`src/rtl/spi_pkg.sv`:
```
// Shared types and constants for the SPI byte sequencer.
package spi_pkg;

  typedef enum logic [1:0] {
    ST_IDLE   = 2'd0,
    ST_ARM    = 2'd1,
    ST_RUN    = 2'd2,
    ST_FINISH = 2'd3
  } seq_state_e;

  localparam logic [7:0] DEFAULT_FILL_BYTE = 8'hFF;

endpackage

```
`src/rtl/spi_byte_sequencer_if.sv`:
```
// Byte-stream handshakes of the sequencer: TX push side and RX pop side.
interface spi_byte_sequencer_if;

  logic [7:0] s_tx_data;
  logic       s_tx_valid;
  logic       s_tx_ready;
  logic [7:0] m_rx_data;
  logic       m_rx_valid;
  logic       m_rx_ready;

  modport master (
    output s_tx_data, s_tx_valid, m_rx_ready,
    input  s_tx_ready, m_rx_data, m_rx_valid
  );

  modport slave (
    input  s_tx_data, s_tx_valid, m_rx_ready,
    output s_tx_ready, m_rx_data, m_rx_valid
  );

endinterface

```
`src/rtl/sync_fifo.sv`:
```
// 8-bit synchronous first-word-fall-through FIFO with occupancy count.
module sync_fifo #(
  parameter  int DEPTH = 16,
  localparam int AW    = $clog2(DEPTH),
  localparam int CW    = AW + 1
) (
  input  logic          clk,
  input  logic          rst,
  input  logic          push,
  input  logic [7:0]    push_data,
  input  logic          pop,
  output logic [7:0]    pop_data,
  output logic          full,
  output logic          empty,
  output logic [CW-1:0] count
);

  localparam logic [CW-1:0] FULL_COUNT = CW'(DEPTH);

  logic [7:0]    mem_q [DEPTH];
  logic [7:0]    mem_d [DEPTH];
  logic [AW-1:0] wr_ptr_q, wr_ptr_d;
  logic [AW-1:0] rd_ptr_q, rd_ptr_d;
  logic [CW-1:0] count_q, count_d;
  logic          do_push, do_pop;

  // A pop frees a slot in the same cycle, so a full FIFO still takes a push.
  always_comb begin
    do_pop   = pop && (count_q != '0);
    do_push  = push && ((count_q != FULL_COUNT) || do_pop);
    mem_d    = mem_q;
    wr_ptr_d = wr_ptr_q;
    rd_ptr_d = rd_ptr_q;
    count_d  = count_q;
    if (do_push) begin
      mem_d[wr_ptr_q] = push_data;
      wr_ptr_d        = wr_ptr_q + AW'(1);
    end
    if (do_pop) begin
      rd_ptr_d = rd_ptr_q + AW'(1);
    end
    if (do_push && !do_pop) begin
      count_d = count_q + CW'(1);
    end else if (do_pop && !do_push) begin
      count_d = count_q - CW'(1);
    end
  end

  always_ff @(posedge clk) begin
    if (rst) begin
      wr_ptr_q <= '0;
      rd_ptr_q <= '0;
      count_q  <= '0;
    end else begin
      wr_ptr_q <= wr_ptr_d;
      rd_ptr_q <= rd_ptr_d;
      count_q  <= count_d;
    end
  end

  always_ff @(posedge clk) begin
    mem_q <= mem_d;
  end

  assign empty    = (count_q == '0);
  assign full     = (count_q == FULL_COUNT);
  assign count    = count_q;
  assign pop_data = empty ? 8'h00 : mem_q[rd_ptr_q];

endmodule

```
`src/rtl/spi_byte_sequencer.sv`:
```
// Sequences TX FIFO bytes into an SPI physical stage and collects replies.
// Define SPI_SEQ_RX_EN to build the RX FIFO and RX handshake.
module spi_byte_sequencer
  import spi_pkg::*;
#(
  parameter int         FIFO_DEPTH = 16,
  parameter int         LEN_W      = 16,
  parameter logic [7:0] FILL_BYTE  = DEFAULT_FILL_BYTE
) (
  input  logic                 clk,
  input  logic                 rst,
  input  logic                 start,
  input  logic [LEN_W-1:0]     xfer_len,
  output logic                 busy,
  output logic                 done,
  spi_byte_sequencer_if.slave  bus,
  output logic                 tx_underrun,
  output logic                 rx_overflow,
  input  logic                 clear_flags,
  output logic                 phy_ena,
  output logic [7:0]           phy_data_in,
  input  logic                 phy_new_byte,
  input  logic                 phy_system_idle,
  input  logic [7:0]           phy_data_out
);

  localparam int CW = $clog2(FIFO_DEPTH) + 1;

  seq_state_e       state_q, state_d;
  logic [LEN_W-1:0] remaining_q, remaining_d;
  logic             phy_ena_q, phy_ena_d;
  logic [7:0]       phy_data_q, phy_data_d;
  logic             from_fifo_q, from_fifo_d;
  logic             reload_q, reload_d;
  logic             done_q, done_d;
  logic             underrun_q, underrun_d;
  logic             tx_push, tx_pop, tx_full, tx_empty;
  logic [7:0]       tx_head, head_or_fill;
  logic [CW-1:0]    tx_count;
  logic             rx_capture, underrun_event;

  sync_fifo #(.DEPTH(FIFO_DEPTH)) u_tx_fifo (
    .clk       (clk),
    .rst       (rst),
    .push      (tx_push),
    .push_data (bus.s_tx_data),
    .pop       (tx_pop),
    .pop_data  (tx_head),
    .full      (tx_full),
    .empty     (tx_empty),
    .count     (tx_count)
  );

  assign bus.s_tx_ready = !tx_full;
  assign tx_push        = bus.s_tx_valid && !tx_full;
  assign head_or_fill   = tx_empty ? FILL_BYTE : tx_head;

  // The byte on phy_data_in is registered and only refreshed the cycle after a
  // phy_new_byte; from_fifo_q remembers whether it was a real TX byte, so the
  // pop or underrun decision matches what the phy actually shifted out.
  always_comb begin
    state_d        = state_q;
    remaining_d    = remaining_q;
    phy_ena_d      = phy_ena_q;
    phy_data_d     = phy_data_q;
    from_fifo_d    = from_fifo_q;
    reload_d       = 1'b0;
    done_d         = 1'b0;
    tx_pop         = 1'b0;
    rx_capture     = 1'b0;
    underrun_event = 1'b0;
    unique case (state_q)
      ST_IDLE: begin
        phy_ena_d   = 1'b0;
        phy_data_d  = 8'h00;
        from_fifo_d = 1'b0;
        if (start) begin
          if (xfer_len == '0) begin
            done_d = 1'b1;
          end else begin
            remaining_d = xfer_len;
            state_d     = ST_ARM;
          end
        end
      end
      ST_ARM: begin
        if (phy_system_idle) begin
          phy_ena_d   = 1'b1;
          phy_data_d  = head_or_fill;
          from_fifo_d = !tx_empty;
          state_d     = ST_RUN;
        end
      end
      ST_RUN: begin
        if (reload_q) begin
          phy_data_d  = head_or_fill;
          from_fifo_d = !tx_empty;
        end
        if (phy_new_byte) begin
          rx_capture     = 1'b1;
          tx_pop         = from_fifo_q;
          underrun_event = !from_fifo_q;
          if (remaining_q != '0) begin
            remaining_d = remaining_q - LEN_W'(1);
          end
          if (remaining_q <= LEN_W'(1)) begin
            phy_ena_d = 1'b0;
            state_d   = ST_FINISH;
          end else begin
            reload_d = 1'b1;
          end
        end
      end
      ST_FINISH: begin
        if (phy_system_idle) begin
          done_d      = 1'b1;
          phy_data_d  = 8'h00;
          from_fifo_d = 1'b0;
          state_d     = ST_IDLE;
        end
      end
      default: state_d = ST_IDLE;
    endcase
    underrun_d = (underrun_q && !clear_flags) || underrun_event;
  end

  always_ff @(posedge clk) begin
    if (rst) begin
      state_q     <= ST_IDLE;
      remaining_q <= '0;
      phy_ena_q   <= 1'b0;
      phy_data_q  <= 8'h00;
      from_fifo_q <= 1'b0;
      reload_q    <= 1'b0;
      done_q      <= 1'b0;
      underrun_q  <= 1'b0;
    end else begin
      state_q     <= state_d;
      remaining_q <= remaining_d;
      phy_ena_q   <= phy_ena_d;
      phy_data_q  <= phy_data_d;
      from_fifo_q <= from_fifo_d;
      reload_q    <= reload_d;
      done_q      <= done_d;
      underrun_q  <= underrun_d;
    end
  end

  assign busy        = (state_q != ST_IDLE);
  assign done        = done_q;
  assign phy_ena     = phy_ena_q;
  assign phy_data_in = phy_data_q;
  assign tx_underrun = underrun_q;

`ifdef SPI_SEQ_RX_EN
  logic          rx_pop, rx_full, rx_empty;
  logic [7:0]    rx_data;
  logic [CW-1:0] rx_count;
  logic          overflow_q, overflow_d;
  logic          unused_bits;

  sync_fifo #(.DEPTH(FIFO_DEPTH)) u_rx_fifo (
    .clk       (clk),
    .rst       (rst),
    .push      (rx_capture),
    .push_data (phy_data_out),
    .pop       (rx_pop),
    .pop_data  (rx_data),
    .full      (rx_full),
    .empty     (rx_empty),
    .count     (rx_count)
  );

  assign rx_pop         = !rx_empty && bus.m_rx_ready;
  assign bus.m_rx_valid = !rx_empty;
  assign bus.m_rx_data  = rx_data;

  always_comb begin
    overflow_d = (overflow_q && !clear_flags) || (rx_capture && rx_full && !rx_pop);
  end

  always_ff @(posedge clk) begin
    if (rst) begin
      overflow_q <= 1'b0;
    end else begin
      overflow_q <= overflow_d;
    end
  end

  assign rx_overflow = overflow_q;
  assign unused_bits = ^{tx_count, rx_count};
`else
  logic unused_bits;

  assign bus.m_rx_valid = 1'b0;
  assign bus.m_rx_data  = 8'h00;
  assign rx_overflow    = 1'b0;
  assign unused_bits    = ^{tx_count, phy_data_out, bus.m_rx_ready, rx_capture};
`endif

endmodule
```
`src/flat_wrapper.sv`:
```
// flat-port wrapper written by rule: the top's interface ports become plain ports
module spi_byte_sequencer_flat import spi_pkg::*;
#(
  parameter int         FIFO_DEPTH = 16,
  parameter int         LEN_W      = 16,
  parameter logic [7:0] FILL_BYTE  = DEFAULT_FILL_BYTE
)
  (clk, rst, start, xfer_len, busy, done, tx_underrun, rx_overflow, clear_flags, phy_ena, phy_data_in, phy_new_byte, phy_system_idle, phy_data_out, bus_s_tx_data, bus_s_tx_valid, bus_m_rx_ready, bus_s_tx_ready, bus_m_rx_data, bus_m_rx_valid);
  spi_byte_sequencer_if bus_i ();
  input  logic clk;
  input  logic rst;
  input  logic start;
  input  logic [LEN_W-1:0] xfer_len;
  output logic busy;
  output logic done;
  output logic tx_underrun;
  output logic rx_overflow;
  input  logic clear_flags;
  output logic phy_ena;
  output logic [7:0] phy_data_in;
  input  logic phy_new_byte;
  input  logic phy_system_idle;
  input  logic [7:0] phy_data_out;
  input wire logic [$bits(bus_i.s_tx_data)-1:0] bus_s_tx_data;
  input wire logic [$bits(bus_i.s_tx_valid)-1:0] bus_s_tx_valid;
  input wire logic [$bits(bus_i.m_rx_ready)-1:0] bus_m_rx_ready;
  output wire logic [$bits(bus_i.s_tx_ready)-1:0] bus_s_tx_ready;
  output wire logic [$bits(bus_i.m_rx_data)-1:0] bus_m_rx_data;
  output wire logic [$bits(bus_i.m_rx_valid)-1:0] bus_m_rx_valid;
  assign bus_i.s_tx_data = bus_s_tx_data;
  assign bus_i.s_tx_valid = bus_s_tx_valid;
  assign bus_i.m_rx_ready = bus_m_rx_ready;
  assign bus_s_tx_ready = bus_i.s_tx_ready;
  assign bus_m_rx_data = bus_i.m_rx_data;
  assign bus_m_rx_valid = bus_i.m_rx_valid;
  spi_byte_sequencer #(.FIFO_DEPTH(FIFO_DEPTH), .LEN_W(LEN_W), .FILL_BYTE(FILL_BYTE)) u_core (.clk(clk), .rst(rst), .start(start), .xfer_len(xfer_len), .busy(busy), .done(done), .bus(bus_i), .tx_underrun(tx_underrun), .rx_overflow(rx_overflow), .clear_flags(clear_flags), .phy_ena(phy_ena), .phy_data_in(phy_data_in), .phy_new_byte(phy_new_byte), .phy_system_idle(phy_system_idle), .phy_data_out(phy_data_out));
endmodule
```
`config.mk`:
```
export PLATFORM = sky130hd
export DESIGN_NAME = spi_byte_sequencer_flat
export DESIGN_NICKNAME = d
export VERILOG_FILES = /design/src/rtl/spi_pkg.sv /design/src/rtl/spi_byte_sequencer_if.sv /design/src/rtl/sync_fifo.sv /design/src/rtl/spi_byte_sequencer.sv /design/src/flat_wrapper.sv
export SDC_FILE = /design/constraint.sdc
export NUM_CORES = 1
export LEC_CHECK = 0
export ABC_AREA = 1
export CAP_MARGIN = 10
export CORE_MARGIN = 4
export CORE_UTILIZATION = 33
export DETAILED_ROUTE_END_ITERATION = 8
export GPL_TIMING_DRIVEN = 0
export PLACE_DENSITY = 0.55
export RECOVER_POWER = 50
export SLEW_MARGIN = 20
export SYNTH_ARGS = -nofsm -noshare
export SYNTH_HDL_FRONTEND = slang
export SYNTH_SLANG_ARGS = --single-unit
```
`constraint.sdc`:
```
create_clock -name clk -period 3.89 [get_ports clk]
set_input_delay 0.778 -clock clk [delete_from_list [all_inputs] [get_ports clk]]
set_output_delay 0.778 -clock clk [all_outputs]
set_load 0.01 [all_outputs]
```
# Yosys cells after proc, flatten, opt, wreduce, memory -nomap -nowiden
# Cells that the tools add are included.
[word_totals]
ff_bits = 172
in_bits = 40
output_inout_bits = 23
elab_cells = 124
[classes]
n_addsub = 5
order_cmp = 4
eq_ne = 13
n_mux = 42
bitwise = 4
reduce_logical = 29
[op_table]
columns = ["operator", "count"]
rows = [
  ["bitwise mux 128 bit", 1],
  ["two-way mux 16 bit", 4],
  ["two-way mux 8 bit", 7],
  ["binary-select mux 8 bit (select 4 bit)", 1],
  ["demux 8 bit (select 4 bit)", 1],
  ["one-hot mux 16 bit (2 select lines)", 1],
  ["one-hot mux 8 bit (4 select lines)", 1],
  ["less-or-equal comparator 16 x 1 -> 1 bit (second input constant)", 1],
  ["logical NOT 16 bit", 1],
  ["nonzero test 16 bit", 1],
  ["subtractor 16 x 1 -> 16 bit (second input constant)", 1],
  ["two-way mux 1 bit", 14],
  ["two-way mux 2 bit", 6],
  [">= comparator 5 bit (second input constant)", 2],
  ["two-way mux 5 bit", 2],
  ["!= test 2 bit (second input constant)", 5],
  ["NOT 4 -> 5 bit", 2],
  ["adder 4 x 1 -> 4 bit (second input constant)", 2],
  ["one-hot mux 2 bit (4 select lines)", 1],
  ["logical AND 1 bit", 7],
  ["logical NOT 1 bit", 6],
  ["!= test 2 x 1 -> 1 bit (second input constant)", 3],
  ["AND reduction 6 bit", 1],
  ["nonzero test 2 bit", 3],
  ["other kinds (20)", 23],
]

# Logic depth before layout (Yosys ltp)
# Gate-level depths: netlist (run 1).
[depth]
ltp_word = 9
depth_mapped = 16
depth_no_buf = 15

# By module
# From an unflattened synthesis (run 1), not the netlist that was laid out.
[hier_totals]
hier_cells = 915
hier_area_um2 = 8157.8
[modules_own_cells]
columns = ["module", "n_inst", "cells_per_inst", "area_per_inst_um2", "seq_area_each_um2"]
rows = [
  ["sync_fifo", 1, 581, 6068.3, 4103.9],
  ["spi_byte_sequencer", 1, 334, 2089.5, 620.6],
]

# Worst setup path before layout (run 1)
# Ideal clock, no wire load.
[synth_timing]
kind = "reg-to-reg"
startpoint = "register u_core.state_q[0]"
endpoint = "register u_core.u_tx_fifo.count_q[4] (netlist: u_core.u_tx_fifo.count[4])"
setup_time_ps = 119
t_arrival_ps = 2267
required_ps = 3771
path_slack_ps = 1503
stages_incl_launch_ff = 16
n_path_buf = 1
synth_period_minus_slack_ps = 2387
cell_sequence = "dfxtp_1 -> inv_1 -> ha_1 -> buf_4 -> inv_4 -> nor2_1 -> nand2_2 -> ha_1 -> inv_1 -> fa_1 -> a21oi_1 -> nor2_1 -> o21ai_0 -> nand3_1 -> o21ai_0 -> a21oi_1"
[synth_between]
elab_chain_len = 8
elab_cells_between_ends = 11
cone_classes = "eq/ne: 1; mux: 2; reduce/logical: 8"
[synth_rtl]
columns = ["item", "line_no", "text"]
rows = [
  ["from (decl)", "spi_byte_sequencer.sv:29", "seq_state_e state_q, state_d;"],
  ["from (signal assigned)", "spi_byte_sequencer.sv:138", "state_q <= state_d;"],
  ["== test 2 bit (*)", "spi_byte_sequencer.sv:72", "unique case (state_q)"],
  ["two-way mux 1 bit (*)", "spi_byte_sequencer.sv:72", ""],
  ["logical AND 1 bit (*)", "sync_fifo.sv:29", "do_pop = pop && (count_q != '0);"],
  ["logical OR 1 bit", "sync_fifo.sv:30", "do_push = push && ((count_q != FULL_COUNT) || do_pop);"],
  ["logical AND 1 bit", "sync_fifo.sv:30", ""],
  ["logical NOT 1 bit", "sync_fifo.sv:44", "end else if (do_pop && !do_push) begin"],
  ["logical AND 1 bit", "sync_fifo.sv:44", ""],
  ["nonzero test 2 bit (no source line)", "-", ""],
  ["to (signal assigned)", "sync_fifo.sv:57", "count_q <= count_d;"],
  ["to (decl)", "sync_fifo.sv:24", "logic [CW-1:0] count_q, count_d;"],
]
# Mark *: on every way between the ends. The rest lies on a longest branch, timed or not.
# A chain may end at the register's enable or synchronous reset.

# Final worst setup path (run 1)
# Same ends and word-level chain as after synthesis.

==> results of run 1 <==
-- worst min-delay path, stage by stage, from the launching register on --
cell and delay (ns):
dfxtp_1 0.32, inv_1 0.05, o32ai_1 0.06
-- routing by layer --
layer  part of all wire  wire [um]
met1               0.47       9620
met2               0.47       9680
met3              0.045        933
met4              0.020        412
met5                  0          0
-- Yosys cell counts, drive strengths merged (3+ instances only) --
library cell	count	area [um^2]
a21oi	39	225
o21ai	32	168
clkinv	3	11.3
dfxtp	44	881
inv	104	393
nor2	82	348
buf	33	213
xor2	6	52.6
ha	18	225
edfxtp	128	3840
nand3	108	563
nand2	292	1130
nand4	3	18.8
clkbuf	12	45.0
or2	3	18.8
nor3	4	20.0
-- through the flow --
step | utilization | power, mW | hold WS [ns] | std cells | instance area, um^2
global placement | 0.373 | 4.03 | 0.453 | 1299 | 9140
detailed placement | 0.373 | 4.05 | 0.457 | 1299 | 9140
finish | 0.393 | 5.51 | 0.472 | 1331 | 9620
global route | 0.393 | 5.87 | 0.507 | 1331 | 9620
floorplan | - | 3.54 | 0.439 | 932 | 8300
CTS | 0.396 | 5.64 | 0.477 | 1331 | 9680
-- kinds of logic after synthesis --
family,after synthesis,share of synthesized area
xor+xnor,6,0.00636
compound gates,78,0.0542
simple gates,495,0.258
fa+ha+maj,19,0.0297
flops,172,0.572
other cells,1,0.000454
buf+inv,152,0.0801
-- area by class of cell --
class	count	area (um^2)
flip-flops and latches	172	4720
inverters	107	404
clock buffers	19	433
plain buffers	45	238
fillers	2417	14800
repair buffers	43	430
well taps	324	405
multi-input cells	608	2880
clock inverters	13	108
-- final timing paths --
path | from | endpoint | cells past startpoint
max | u_core.state_q[0] | u_core.u_tx_fifo.count[4] | 15
min | u_core.tx_underrun | u_core.tx_underrun | 2
max reg2reg | u_core.state_q[0] | u_core.u_tx_fifo.count[4] | 15
min reg2reg | u_core.tx_underrun | u_core.tx_underrun | 2
-- report_power, final --
| part | internal (mW) | leakage [nW] | switching (mW) |
|---|---|---|---|
| combinational | 0.587 | 2.19 | 1.03 |
| clock | 0.836 | 0.261 | 0.755 |
| sequential | 2.14 | 1.52 | 0.160 |
| total | 3.56 | 3.97 | 1.95 |
-- state kept, by name, summed over array words and instances, names as in the netlist --
| name | cells |
|---|---|
| u_core.u_tx_fifo.mem_q | 128 |
| u_core.remaining_q | 16 |
| u_core.phy_data_in | 8 |
| u_core.u_tx_fifo.count | 5 |
| u_core.u_tx_fifo.rd_ptr_q | 4 |
| u_core.u_tx_fifo.wr_ptr_q | 4 |
| u_core.state_q | 2 |
| u_core.done | 1 |
| u_core.from_fifo_q | 1 |
| u_core.phy_ena | 1 |
| u_core.reload_q | 1 |
| u_core.tx_underrun | 1 |
==> key figures, run 1 <==
Die
  – Die ar.: between 20000 and 30000 um^2
  – Row count: between 50 and 60
  – Initial Utilization: 0.338
  – I/O pins: 63
  – Core area: approximately 24000 um^2
  – Chip Height: 166 um
  – Die X-Extent: about 170 um

Synthesis
  – Post-synth ARST share: 0
  – Syn Inst Count: 923
  – Yosys cell types: 41
  – Seq cells post-synth: ~170
  – Warnings, synthesis: 0
  – Avg Synthesized Cell Area: around 9.0 um^2
  – Predominant post-synthesis flop cell: edfxtp_1
  – Post-Syn Area: between 8000 and 9000 um^2
  – Number of synthesized flops with an enable pin: about 130
  – Seq/Total Area, Yosys: 0.572

Routing
  – Total wire length: between 20000 and 25000 um
  – ANT nets after route: 0
  – DRT Pass-1 Iters: 4
  – Vias per Instance: around 4.6
  – DRT iter0 DRCs: approximately 410
  – Number of remaining DRC errors: 0
  – WL/cell: between 15 and 20 um
  – Total number of vias: approximately 6200

Place
  – PortBufs: 43
  – DP Wirelength: roughly 15000 um
  – RD Place Congestion: around 0.85
  – Place WS: between 0.7 and 0.8 ns

Pwr
  – VDD IR max: roughly 210 uV
  – Pwr Density: 573 nW/um^2
  – Lkg Pwr: 3.97 nW

CTS
  – Post-CTS Resized: 0
  – Post-CTS Setup Bufs: 0
  – CTS Sinks: 172
  – Clk Latency, worst-skew pair: between 0.4 and 0.5 ns
  – CTS tree: yes
  – Worst-path clk slew: 0.07 ns
  – CTS H-Tree Depth: 4
  – Post-CTS Hold Fix Bufs: 0
  – Max Root-Sink Buffers: 2
  – CTS buffer count: 17
  – Root Driver: clkbuf_16

STA
  – Worst Clk Skew: 0.0135 ns
  – Final cycle utilization of the critical path: 0.795
  – Fmax: approximately 0.32 GHz
  – Endpoints failing hold: 0
  – Min Tclk post-route: 3.09 ns
  – Final slew viol count: 0
  – Slew at the pin with the worst max-slew slack: 1.01 ns
  – Max_slew headroom: 0.327
  – Endpoints failing setup: 0
  – RSZ-0062 raised after global routing: false
  – Setup TNS: 0 ns
  – Final WS setup: between 0.7 and 0.8 ns

Setup path
  – Crit path required time: 4.20 ns
  – Worst Setup Start Kind: register
  – CP arrival: 3.41 ns
  – Top Family by Delay on Critical Path: buffers and inverters
  – CP Capture Type: register
  – CP most frequent cell: ha_1
  – Worst path slowest cell: clkbuf_1
  – CP bufs+invs: 4
  – Worst Setup Path Type: reg -> reg
  – Reg-to-reg slack, setup: 0.80 ns
  – Critical path's largest stage delay: 0.46 ns
  – Worst path cell trace: inv_1 > ha_1 > clkbuf_1 > inv_4 > nor2_1 > nand2_1 > ha_1 > inv_1 > ha_1 > a21oi_1 > nor2_1 > o21ai_0 > nand3_1 > o21ai_0 > a21oi_1
  – Peak fanout along the critical path: 10

Global route
  – Routing usage on met2: 0.246
  – Vias in the first global route: 5919
  – Overflow after GRT: 0
  – First-pass GRT wire length: 32800 um
  – Global route hottest layer: met2
  – Antenna violations before repair: 0
  – Largest net degree at the start of global routing: 17
  – Grt met1 use: 0.204
  – Met3 Track Usage GR: 0.0250
  – Total track usage: 0.150

Cells and area
  – Area Overhead vs Synth: 16.4%
  – Diode count: 0
  – Nets@finish: 1053
  – Most frequent cells in the layout: 285 x nand2_1, 128 x edfxtp_1, 106 x nand3_1
  – Most common cell after layout, fill and taps aside: nand2_1
  – Share of cells above drive strength 1: 0.0864

Outcome
  – Status: finished clean

Min path
  – Hold Crit Class: reg -> reg

Job
  – Max_cap viols: 0
(Power assumes the default switching activity.)
==> run 2: changes to the inputs <==
Settings changed: PLACE_DENSITY 0.55 to 0.57.
Clock period 3.89 ns to 2.8 ns, I/O delays scaled along.
==> key figures, run 2 (synthesis results as in run 1) <==
Pwr
  – Pwr Density: 807 nW/um^2 (+41%)
  – VDD IR max: 487 uV (+130%)
  – Lkg Pwr: 4.02 nW (+1.2%)
  – Design Power: 7.82 mW (+42%)

Die
  – Die X-Extent: 166 um (unchanged)
  – Row count: 57 (unchanged)
  – Die ar.: 27600 um^2 (unchanged)
  – I/O pins: 63 (unchanged)
  – Chip Height: 166 um (unchanged)
  – Initial Utilization: 0.338 (unchanged)
  – Core area: 24500 um^2 (unchanged)

Cells and area
  – Diode count: 0 (unchanged)
  – Most flops, register: u_core.u_tx_fifo.mem_q
  – Max reg flops: 128 (unchanged)
  – Most common cell after layout, fill and taps aside: nand2_1
  – Most frequent cells in the layout: 284 x nand2_1, 128 x edfxtp_1, 108 x nand3_1
  – Final core utilization: 0.396 (+0.00307)
  – Design Area, Final: 9690 um^2 (+0.78%)
  – Area Overhead vs Synth: 17.3%
  – Nets@finish: 1054 (+0.095%)
  – Share of cells above drive strength 1: 0.0993 (+0.0129)

Outcome
  – Status: finished clean

Routing
  – WL/cell: 15.5 um (about the same)
  – Total number of vias: 6147 (-0.50%)
  – ANT nets after route: 0 (unchanged)
  – DRT Pass-1 Iters: 5 (+1)
  – DRT iter0 DRCs: 435 (+7.1%)
  – Number of remaining DRC errors: 0 (unchanged)
  – Vias per Instance: 4.62 (-0.50%)
  – Total wire length: 20700 um (about the same)

Min path
  – Worst hold start: u_core.phy_data_in[2]
  – Hold Crit Class: reg -> reg
  – Hold Path Stages: 2 (unchanged)
  – Endpoint, Worst Hold: u_core.phy_data_in[2]

STA
  – Endpoints failing hold: 0 (unchanged)
  – Slew at the pin with the worst max-slew slack: 0.901 ns (-0.105 ns)
  – RSZ-0062 raised after global routing: false
  – Final slew viol count: 0 (unchanged)
  – Endpoints failing setup: 0 (unchanged)
  – Worst Clk Skew: 0.0111 ns (-0.00231 ns)
  – Final cycle utilization of the critical path: 0.903 (+0.108)
  – Min Tclk post-route: 2.53 ns (-0.564 ns)
  – Setup TNS: 0 ns (unchanged)
  – Fmax: 0.395 GHz (+22%)
  – Max_slew headroom: 0.397 (+0.0700)

Global route
  – Antenna violations before repair: 0 (unchanged)
  – Total track usage: 0.150 (+0.000363)
  – Vias in the first global route: 6036 (+2.0%)
  – Overflow after GRT: 0 (unchanged)
  – Largest net degree at the start of global routing: 18 (+1)
  – First-pass GRT wire length: 32600 um (-0.38%)

Setup path
  – Peak fanout along the critical path: 10 (unchanged)
  – Worst Setup Path Type: reg -> reg
  – Reg-to-reg slack, setup: 0.27 ns (-0.53 ns)
  – End of the worst register-to-register path: u_core.u_tx_fifo.count[4]
  – CP Capture Type: register
  – CP arrival: 2.84 ns (-0.57 ns)
  – Worst Setup Start Kind: register
  – Crit path required time: 3.12 ns (-1.08 ns)
  – R2r startpoint: u_core.u_tx_fifo.count[0]
  – R2r worst-path depth: 12 (-3)

CTS
  – Root Driver: clkbuf_16
  – Worst-path clk slew: 0.07 ns (about the same)
  – CTS tree: yes
  – CTS Sinks: 172 (unchanged)
  – Max Root-Sink Buffers: 2 (unchanged)
  – CTS buffer count: 17 (unchanged)
  – Clk Latency, worst-skew pair: 0.42 ns (about the same)
  – CTS H-Tree Depth: 4 (unchanged)
  – Post-CTS Hold Fix Bufs: 0 (unchanged)

Place
  – Area post-placement: 9140 um^2 (unchanged)
  – PortBufs: 43 (unchanged)
  – RD Place Congestion: 0.822 (-3.8%)
  – DP Wirelength: 14600 um (-2.3%)

Job
  – Max_cap viols: 0 (unchanged)
## run 2: cell types whose count changed in the layout (fill, tap and decap cells not counted), moves of 2 or more
cell / before / now
clkbuf_1: 18 / 13
clkdlybuf4s50_1: 34 / 30
dlygate4sd3_1: 9 / 13
nor2_1: 77 / 74
buf_4: 13 / 15
nand3_1: 106 / 108
nor2_2: 2 / 4
## run 2: worst max path at each step
stage	from	cells past startpoint	end
2_1_floorplan	u_core.state_q[0]	15	u_core.u_tx_fifo.count[4]
3_3_place_gp	phy_new_byte	13	u_core.u_tx_fifo.count[4]
3_5_place_dp	phy_new_byte	13	u_core.u_tx_fifo.count[4]
4_1_cts	u_core.state_q[0]	15	u_core.u_tx_fifo.count[4]
5_1_grt	u_core.state_q[0]	15	u_core.u_tx_fifo.count[4]
6_report	u_core.u_tx_fifo.count[0]	12	u_core.u_tx_fifo.count[4]
## run 2: per-stage QoR
| stage | std cells | hold slack [ns] | setup WS, ns |
|---|---|---|---|
| floorplan | 932 | 0.439 | 0.413 |
| global placement | 1299 | 0.458 | -0.151 |
| detailed placement | 1299 | 0.458 | -0.178 |
| CTS | 1330 | 0.469 | 0.0209 |
| global route | 1331 | 0.504 | 0.0124 |
| finish | 1331 | 0.465 | 0.271 |
## run 2: cell type report
cell class	instances	area, um^2
buffer	45	250
clock buffer	17	425
clock inverter	14	154
fill	2453	14800
inverter	107	404
multi-input combinational	608	2890
sequential	172	4730
tap	324	405
timing repair buffer	44	438
## run 2: repair_timing
item | in CTS | in global routing
endpoints found under the setup margin | 0 | 2
gates resized for setup | 0 | 6
setup buffers | 0 | 1
## run 2: where the power goes
group / leakage [nW] / internal [mW] / switching, mW / total [mW]
Clock: 0.284 / 1.26 / 1.07 / 2.33
Combinational: 2.22 / 0.844 / 1.45 / 2.30
Sequential: 1.52 / 2.97 / 0.215 / 3.19
## run 2: layer usage
metal	wire [um]	GRT usage
met1	9590	0.199
met2	9860	0.252
met3	837	0.0255
met4	360	0.0477
met5	0	0
## run 2: worst max-delay path, stage by stage, from the launching register on
cell and delay (ns):
dfxtp_1 0.38, nor4_4 0.39, nand2_4 0.19, nand2_2 0.14
ha_2 0.19, inv_2 0.06, fa_1 0.42, a21oi_2 0.14
nor2_1 0.06, o21ai_0 0.14, nand3_1 0.11, o21ai_1 0.14
a21oi_1 0.05
==> run 3: changes to the inputs <==
Settings changed: PLACE_DENSITY 0.57 to not set, PLACE_DENSITY_LB_ADDON set to 0.25.
==> key figures, run 3 (synthesis results as in run 1) <==
Outcome
  – Status: finished clean

Setup path
  – CP Capture Type: register
  – Worst Setup Start Kind: register
  – Crit path required time: 3.12 ns (about the same)
  – Critical path's largest stage delay: 0.41 ns (about the same)
  – Worst path slowest cell: fa_1
  – Worst Setup Path Type: reg -> reg
  – R2r startpoint: u_core.state_q[0]
  – CP arrival: 2.94 ns (+0.10 ns)
  – Peak fanout along the critical path: 10 (unchanged)
  – CP startpoint: u_core.state_q[0]
  – Worst path cell trace: inv_1 > ha_1 > buf_4 > inv_4 > nor2_1 > nand2_2 > ha_2 > inv_1 > fa_1 > a21oi_1 > nor2_1 > o21ai_0 > nand3_1 > o21ai_1 > a21oi_1

Global route
  – Overflow after GRT: 0 (unchanged)
  – Grt met1 use: 0.216 (+0.0168)
  – Met3 Track Usage GR: 0.0274 (+0.00190)
  – Vias in the first global route: 5960 (-1.3%)
  – Total track usage: 0.155 (+0.00490)
  – Global route hottest layer: met2
  – Routing usage on met2: 0.253 (+0.000355)
  – First-pass GRT wire length: 33500 um (+2.5%)
  – Antenna violations before repair: 0 (unchanged)
  – Largest net degree at the start of global routing: 17 (-1)

CTS
  – Max Root-Sink Buffers: 2 (unchanged)
  – Post-CTS Hold Fix Bufs: 0 (unchanged)
  – CTS Sinks: 172 (unchanged)
  – CTS H-Tree Depth: 4 (unchanged)
  – CTS tree: yes
  – Root Driver: clkbuf_16
  – Worst-path clk slew: 0.07 ns (about the same)
  – CTS buffer count: 17 (unchanged)
  – Clk Latency, worst-skew pair: 0.43 ns (about the same)

Die
  – Initial Utilization: 0.338 (unchanged)
  – I/O pins: 63 (unchanged)
  – Die ar.: 27600 um^2 (unchanged)
  – Chip Height: 166 um (unchanged)
  – Die X-Extent: 166 um (unchanged)
  – Core area: 24500 um^2 (unchanged)
  – Row count: 57 (unchanged)

Routing
  – DRT iter0 DRCs: 413 (-5.1%)
  – DRT Pass-1 Iters: 5 (unchanged)
  – Total wire length: 21600 um (+4.4%)
  – Vias per Instance: 4.68 (+1.4%)
  – ANT nets after route: 0 (unchanged)
  – Number of remaining DRC errors: 0 (unchanged)
  – Total number of vias: 6235 (+1.4%)
  – WL/cell: 16.2 um (+4.3%)

STA
  – Slew at the pin with the worst max-slew slack: 0.901 ns (+0.0000202 ns)
  – Final WS setup: 0.178 ns (-0.0931 ns)
  – Final cycle utilization of the critical path: 0.936 (+0.0333)
  – Final slew viol count: 0 (unchanged)
  – Worst Clk Skew: 0.0104 ns (-0.000728 ns)
  – Endpoints failing setup: 0 (unchanged)
  – Endpoints failing hold: 0 (unchanged)
  – Max_slew headroom: 0.398 (about the same)
  – Setup TNS: 0 ns (unchanged)
  – RSZ-0062 raised after global routing: false
  – Min Tclk post-route: 2.62 ns (+0.0931 ns)
  – Fmax: 0.381 GHz (-3.6%)

Pwr
  – Pwr Density: 804 nW/um^2 (-0.33%)
  – Design Power: 7.76 mW (-0.73%)
  – VDD IR max: 361 uV (-26%)
  – Lkg Pwr: 3.97 nW (-1.2%)

Cells and area
  – Most common cell after layout, fill and taps aside: nand2_1
  – Max reg flops: 128 (unchanged)
  – Most flops, register: u_core.u_tx_fifo.mem_q
  – Final core utilization: 0.395 (-0.00159)
  – Nets@finish: 1054 (unchanged)
  – Share of cells above drive strength 1: 0.0952 (-0.00407)
  – Diode count: 0 (unchanged)
  – Most frequent cells in the layout: 285 x nand2_1, 128 x edfxtp_1, 107 x nand3_1
  – Area Overhead vs Synth: 16.8%
  – Final Non-Filler Cells: 1332 (+0.075%)

Place
  – Placed cell count: 1299 (unchanged)
  – PortBufs: 43 (unchanged)
  – RD Place Congestion: 0.838 (+2.0%)
  – Place WS: -0.139 ns (+0.0389 ns)
  – DP Wirelength: 15000 um (+2.6%)

Job
  – Max_cap viols: 0 (unchanged)

Min path
  – Hold Crit Class: reg -> reg
  – Worst hold start: u_core.phy_ena
[run 3: changes by cell type in the layout (fill, tap and decap cells not counted), moves of 2 or more]
cell	change
clkinvlp_4	+4
clkbuf_1	+3
clkdlybuf4s50_1	+2
clkinv_4	-2
dlygate4sd3_1	-2
inv_6	-2
inv_8	-2
nand2_4	-2
[run 3: routing by layer]
layer  share of wire  wire (um)
met4           0.012        269
met3           0.040        855
met1            0.48      10300
met5               0          0
met2            0.47      10100
[run 3: layout make-up]
class	count	area [um^2]
well taps	324	405
fillers	2460	14800
clock buffers	20	437
multi-input cells	608	2880
plain buffers	45	250
flip-flops and latches	172	4730
repair buffers	44	438
inverters	107	404
clock inverters	12	115
[run 3: timing repair]
item,CTS,global route
endpoints found under the setup margin,0,1
buffers inserted,0,1
resized for setup,0,3
[run 3: power breakdown]
| group | total (mW) | leakage (nW) | internal (mW) | switching (mW) |
|---|---|---|---|---|
| clock network | 2.26 | 0.255 | 1.24 | 1.03 |
| registers | 3.19 | 1.52 | 2.98 | 0.210 |
| logic | 2.31 | 2.20 | 0.844 | 1.47 |
[run 3: worst max-delay path: cells and delay by family, from the launching register on]
family / cells / cell delay, ns
DFF: 1 / 0.36
buffers and inverters: 4 / 0.48
adders and majority gates: 3 / 0.85
AOI/OAI and AO/OA: 4 / 0.48
and+or+nand+nor: 4 / 0.34
[run 3: final timing paths]
path	endpoint	slack, ns	cells past startpoint
worst min-delay path	u_core.phy_ena	0.47	2
worst max-delay path	u_core.u_tx_fifo.count[4]	0.18	15
worst max register to register	u_core.u_tx_fifo.count[4]	0.18	15
worst min register to register	u_core.phy_ena	0.47	2
[run 3: stage by stage]
| stage | cell area, um^2 | hold slack (ns) |
|---|---|---|
| 3_5_place_dp | 9140 | 0.460 |
| 3_3_place_gp | 9140 | 0.451 |
| 6_report | 9660 | 0.466 |
| 2_1_floorplan | 8300 | 0.439 |
| 4_1_cts | 9690 | 0.475 |
| 5_1_grt | 9660 | 0.492 |
